File: src/rtl/seq_divider.sv
// -----------------------------------------------------------------------------
// seq_divider
//   Iterative unsigned restoring divider. It divides a 2W-bit dividend by a
//   W-bit divisor and produces a W-bit quotient and a W-bit remainder, one
//   quotient bit per clock. It is the inverse of the 8x8 Wallace multiplier
//   path.
//
//   Handshake: a transfer happens on a rising clock edge where valid and ready
//   are both high. in_ready is high only in IDLE, so at most one operation is
//   in flight. Once out_valid is high, the result and flags stay stable until
//   the edge where out_ready is also high.
//
//   Optional feature (macro SEQ_DIVIDER_ABORT_EN): adds an 'abort' input.
//   When abort is high in CALC or DONE, the block returns to IDLE and drops the
//   result. The result registers keep their previous values. The default build
//   has no abort port.
//
// Ports
//   clk          rising-edge clock
//   rst_n        asynchronous active-low reset
//   in_valid     operands valid
//   in_ready     block can accept operands (IDLE only)
//   dividend     2W-bit unsigned dividend
//   divisor      W-bit unsigned divisor
//   out_valid    result valid
//   out_ready    consumer accepts result
//   quotient     W-bit quotient
//   remainder    W-bit remainder
//   div_by_zero  divisor was zero (qualified by out_valid)
//   overflow     quotient does not fit in W bits (qualified by out_valid)
//   abort        abandon current operation (SEQ_DIVIDER_ABORT_EN only)
//   state_dbg    current FSM state (IDLE=0, CALC=1, DONE=2)
// -----------------------------------------------------------------------------
module seq_divider #(
  parameter int W = 8
) (
  input  logic           clk,
  input  logic           rst_n,
  input  logic           in_valid,
  output logic           in_ready,
  input  logic [2*W-1:0] dividend,
  input  logic [W-1:0]   divisor,
  output logic           out_valid,
  input  logic           out_ready,
  output logic [W-1:0]   quotient,
  output logic [W-1:0]   remainder,
  output logic           div_by_zero,
  output logic           overflow,
`ifdef SEQ_DIVIDER_ABORT_EN
  input  logic           abort,
`endif
  output logic [1:0]     state_dbg
);

  typedef enum logic [1:0] {
    IDLE = 2'd0,
    CALC = 2'd1,
    DONE = 2'd2
  } state_t;

  localparam int SW = (W > 1) ? $clog2(W) : 1;

  state_t          state_q;
  logic [W:0]      r_q;          // partial remainder, one guard bit
  logic [W-1:0]    q_q;          // dividend low half shifting out, quotient shifting in
  logic [W-1:0]    divisor_q;
  logic [SW-1:0]   step_q;
  logic [W-1:0]    quotient_q;
  logic [W-1:0]    remainder_q;
  logic            dbz_q;
  logic            ovf_q;
  logic            out_valid_q;

  // One restoring step. The overflow pre-check keeps R below the divisor, so
  // R[W] is always 0 before the shift and the shifted value fits in W+1 bits.
  // The extra top bit of the subtraction is the borrow.
  logic [W:0]   r_shift;
  logic [W+1:0] t_diff;
  logic         borrow;
  logic [W:0]   r_d;
  logic [W-1:0] q_d;

  always_comb begin
    r_shift = {r_q[W-1:0], q_q[W-1]};
    t_diff  = {1'b0, r_shift} - {2'b00, divisor_q};
    borrow  = t_diff[W+1];
    r_d     = borrow ? r_shift : t_diff[W:0];
    q_d     = {q_q[W-2:0], ~borrow};
  end

  logic abort_w;
`ifdef SEQ_DIVIDER_ABORT_EN
  assign abort_w = abort;
`else
  assign abort_w = 1'b0;
`endif

  always_ff @(posedge clk or negedge rst_n) begin
    if (!rst_n) begin
      state_q     <= IDLE;
      r_q         <= '0;
      q_q         <= '0;
      divisor_q   <= '0;
      step_q      <= '0;
      quotient_q  <= '0;
      remainder_q <= '0;
      dbz_q       <= 1'b0;
      ovf_q       <= 1'b0;
      out_valid_q <= 1'b0;
    end else begin
      case (state_q)
        IDLE: begin
          // abort is ignored here, and a simultaneous in_valid is still accepted.
          if (in_valid) begin
            divisor_q <= divisor;
            if (divisor == '0) begin
              quotient_q  <= '1;
              remainder_q <= dividend[W-1:0];
              dbz_q       <= 1'b1;
              ovf_q       <= 1'b0;
              out_valid_q <= 1'b1;
              state_q     <= DONE;
            end else if (dividend[2*W-1:W] >= divisor) begin
              quotient_q  <= '1;
              remainder_q <= '0;
              dbz_q       <= 1'b0;
              ovf_q       <= 1'b1;
              out_valid_q <= 1'b1;
              state_q     <= DONE;
            end else begin
              r_q     <= {1'b0, dividend[2*W-1:W]};
              q_q     <= dividend[W-1:0];
              step_q  <= '0;
              dbz_q   <= 1'b0;
              ovf_q   <= 1'b0;
              state_q <= CALC;
            end
          end
        end
        CALC: begin
          if (abort_w) begin
            state_q <= IDLE;
          end else begin
            r_q    <= r_d;
            q_q    <= q_d;
            step_q <= step_q + SW'(1);
            if (step_q == SW'(W-1)) begin
              quotient_q  <= q_d;
              remainder_q <= r_d[W-1:0];
              out_valid_q <= 1'b1;
              state_q     <= DONE;
            end
          end
        end
        DONE: begin
          // abort has priority over the result handshake.
          if (abort_w || out_ready) begin
            out_valid_q <= 1'b0;
            state_q     <= IDLE;
          end
        end
        default: begin
          out_valid_q <= 1'b0;
          state_q     <= IDLE;
        end
      endcase
    end
  end

  assign in_ready    = (state_q == IDLE);
  assign out_valid   = out_valid_q;
  assign quotient    = quotient_q;
  assign remainder   = remainder_q;
  assign div_by_zero = dbz_q;
  assign overflow    = ovf_q;
  assign state_dbg   = state_q;

endmodule

File: config.mk
export PLATFORM = sky130hd
export DESIGN_NAME = seq_divider
export DESIGN_NICKNAME = d
export VERILOG_FILES = /design/src/rtl/seq_divider.sv
export SDC_FILE = /design/constraint.sdc
export NUM_CORES = 1
export LEC_CHECK = 0
export BUFFER_PORTS_ARGS = -buffer_cell sky130_fd_sc_hd__buf_2
export CAP_MARGIN = 20
export CORE_MARGIN = 3
export CORE_UTILIZATION = 62
export CTS_BUF_LIST = sky130_fd_sc_hd__clkbuf_2
export DETAILED_ROUTE_END_ITERATION = 10
export GPL_TIMING_DRIVEN = 0
export HOLD_SLACK_MARGIN = 0.15
export PLACE_DENSITY = 0.88
export SETUP_SLACK_MARGIN = 0.2
export SYNTH_ARGS = -nofsm -noshare
export SYNTH_HDL_FRONTEND = slang
export SYNTH_SLANG_ARGS = --single-unit
File: constraint.sdc
create_clock -name clk -period 5.9 [get_ports clk]
set_clock_uncertainty 0.1 [all_clocks]
set_input_delay 0.59 -clock clk [delete_from_list [all_inputs] [get_ports clk]]
set_output_delay 0.59 -clock clk [all_outputs]
set_load 0.05 [all_outputs]
==> key figures <==
Run status
  • Status: complete, no violations

Critical path
  • CP max FO: 10
  • R2R Setup Slk: 3300 ps
  • Most frequent cell on the critical path: o221ai_1
  • CP arrival: 2860 ps
  • Startpoint Class: flip-flop
  • Setup crit end kind: flip-flop
  • Critical Path RT: 6170 ps
  • FF-to-FF End: remainder[4]$_DFFE_PN0P_
  • Logic depth of the worst register-to-register path: 7
  • Cell family with most CP delay: compound AO/OA/AOI/OAI gates
  • CP cell instances: ha_1 -> a21oi_1 -> o221ai_1 -> nor2_4 -> mux2i_1 -> o221ai_1 -> o21a_1
  • Buffers & Inverters on Critical Path: 0
  • Worst reg2reg startpoint: r_q[5]$_DFFE_PN0P_
  • Critical Path Max Stage Delay: 480 ps
  • WS Path Type: reg2reg
  • Slowest-stage cell, CP: dfrtp_1

Die
  • I/O pin cnt: 50
  • Die height: 72.2 um
  • Core Area: 0.00412 mm2
  • Die area: 0.00521 mm2
  • Die Wd: 72.2 um
  • Starting Density: 0.660
  • # rows: 23

Yosys
  • Asr flop ratio synth: 1.00
  • Dominant cell type by area after synthesis: dfrtp_1
  • Prevailing post-synth register cell: dfrtp_1
  • Top cells by area, synth: dfrtp_1, ha_1, nand2_1
  • Mean post-synth cell area: 9.27 um2
  • Count leader, synth: dfrtp_1
  • Cells after synthesis: 293
  • Sequential area share after synthesis: 0.442
  • Post-synth EDFFs: 0
  • Cell Area, Synth: 0.00272 mm2
  • Synth Register Bits: 48
  • Yosys cell types: 44
  • Share of the synthesized area in the top cell type: 0.442
  • Synth Warn #: 0
  • Syn_nets: 340
  • Post-synth top cells: dfrtp_1, nand2_1, nor2_1

Timing
  • Fmax: 385 MHz
  • Final setup violation count: 0
  • Slew at the pin with the worst max-slew slack: 584 ps
  • RSZ-0062 raised after global routing: false
  • Fin crit share: 0.440
  • Total negative setup slack: 0 ps
  • Hold Fails Final Rpt: 0
  • Slew Viols, Final: 0
  • Final worst path period need: 2600 ps
  • Relative slew slack: 0.611

Route
  • DR iter-0 viols: 191
  • TritonRoute pass-1 iters: 4
  • Met2 wire length: 3300 um
  • Metal3 WL: 366 um
  • Top Layer Used: met4
  • Total wire length: 6620 um
  • Via count: 2401
  • Residual DRC count: 0
  • Wl on met1: 2870 um
  • WL/cell: 16.5 um
  • Post-route ant nets: 0
  • DR vias/cell: 5.97

CTS
  • Clk Latency, worst-skew pair: 450 ps
  • Max Root-Sink Buffers: 2
  • Sink Count: 48
  • Root buffer cell: clkbuf_2
  • Total CTS buffers: 5
  • TritonCTS clock tree: built
  • CTS clock-pin slew for the worst setup and hold paths: 250 ps
  • H-tree Lvls: 2

GRT
  • First-pass GRT wire length: 11300 um
  • Vias in the first global route: 2405
  • Initial antenna violation count: 0
  • GR Overflow Total: 0
  • GRT Overall Usage: 0.276
  • Largest net degree at the start of global routing: 49

Worst hold path
  • Hold Crit Depth: 3
  • Worst Hold Class: in2reg
  • Worst Hold Launch: dividend[5]
  • Hold Path Sink: remainder[5]$_DFFE_PN0P_

Power
  • PwrDens: 666 mW/mm2
  • Leak: 0.00152 uW
  • Worst vdd ir: 457 uV

Place
  • Final GP Congestion: 0.843
  • Hpwl dp: 5030 um
  • Input/output buffers: 49

Job
  • Max-cap viol count: 0

Layout
  • Layout Nets: 398
  • Filler cells: 325
  • Reg area: 0.00120 mm2
  • Share of layout cells above drive strength 1: 0.210
  • N_diodes: 0
  • Post-layout util: 0.753
  • Multi-input gate area: 0.00138 mm2
  • Area grow syn2layout: 14.0%
sequential cells by signal (all words and copies together) (netlist names):
register / flops
divisor_q: 8
q_q: 8
quotient: 8
r_q: 8
remainder: 8
step_q: 3
state_dbg: 2
div_by_zero: 1
out_valid: 1
overflow: 1
kinds of logic after synthesis:
| logic type | Yosys count | synth area share |
|---|---|---|
| AOI/OAI and AO/OA | 89 | 0.223 |
| muxes | 9 | 0.0355 |
| xor gates and xnor gates | 4 | 0.0129 |
| DFF | 48 | 0.442 |
| and+or+nand+nor | 91 | 0.147 |
| buffers and inverters | 33 | 0.0488 |
| adders and majority gates | 19 | 0.0903 |
final cells by class:
type,count,share of cell area
repair buffers,51,0.0889
inverters,19,0.0230
clock buffers,5,0.00808
well taps,50,0.0202
clock inverters,3,0.00566
flip-flops and latches,48,0.388
plain buffers,14,0.0198
multi-input cells,212,0.446
layout by cell type (no fill, tap or decap), types with 2 or more instances in the layout:
master / Yosys / final
a211oi_1: 5 / 5
buf_2: 7 / 56
nor2b_1: 3 / 3
o221ai_1: 4 / 4
o21bai_1: 2 / 2
inv_1: 19 / 19
nand3_1: 6 / 6
nor4_1: 2 / 2
a22o_1: 2 / 2
a31oi_1: 5 / 5
a21o_1: 11 / 11
xor2_1: 3 / 3
nand2_1: 38 / 38
mux2i_1: 7 / 7
dfrtp_1: 48 / 48
o211ai_1: 4 / 4
clkbuf_2: 0 / 5
a21oi_1: 22 / 22
ha_1: 18 / 18
o21ai_0: 21 / 21
nor3_1: 2 / 2
o21a_1: 4 / 4
nor2_1: 31 / 31
and3_1: 2 / 2
clkbuf_1: 7 / 7
worst max-delay path by stage:
stage,start,end,depth (start not counted)
after floorplan,state_dbg[1]$_DFFE_PN0P_,remainder[2]$_DFFE_PN0P_,6
after global placement,divisor[2],r_q[6]$_DFFE_PN0P_,10
after detailed placement,divisor[2],r_q[6]$_DFFE_PN0P_,10
after CTS,r_q[5]$_DFFE_PN0P_,remainder[4]$_DFFE_PN0P_,7
after global routing,r_q[5]$_DFFE_PN0P_,remainder[4]$_DFFE_PN0P_,7
final,r_q[5]$_DFFE_PN0P_,remainder[4]$_DFFE_PN0P_,7
per-stage QoR:
step / instance area [um2] / power [uW] / setup slack [ps] / std cells / hold WS [ps]
finish: 3100 / 2060 / 3300 / 402 / 285
global route: 3100 / 2230 / 3140 / 402 / 274
CTS: 3070 / 2050 / 3380 / 400 / 225
detailed placement: 3020 / 1900 / 3040 / 392 / 370
global placement: 3020 / 1860 / 3140 / 392 / 358
floorplan: 2720 / 1600 / 3490 / 293 / 194
where the power goes:
group / internal, uW / total, uW / switching (uW)
Combinational: 454 / 1330 / 873
Clock: 29.0 / 142 / 113
Sequential: 486 / 593 / 107
worst reg2reg max path, delay by kind of cell, from the launching register on:
family | cells | cell delay (ps)
AO/OA/AOI/OAI | 4 | 900
adder cells (fa/ha/maj) | 1 | 370
flip-flops | 1 | 480
multiplexers | 1 | 350
AND/OR/NAND/NOR | 1 | 330
timing repair:
item                      CTS  global route
gates resized for setup     0             0
hold buffers                0             1
buffers inserted            0             0
hold endpoints to repair    0            12
layer usage:
metal	track usage	vias to the layer above
met5	0	-
li1	-	1151
met2	0.441	71
met4	0.0814	0
met1	0.381	1166
met3	0.0582	13
Power figures use the tool's default switching activity.
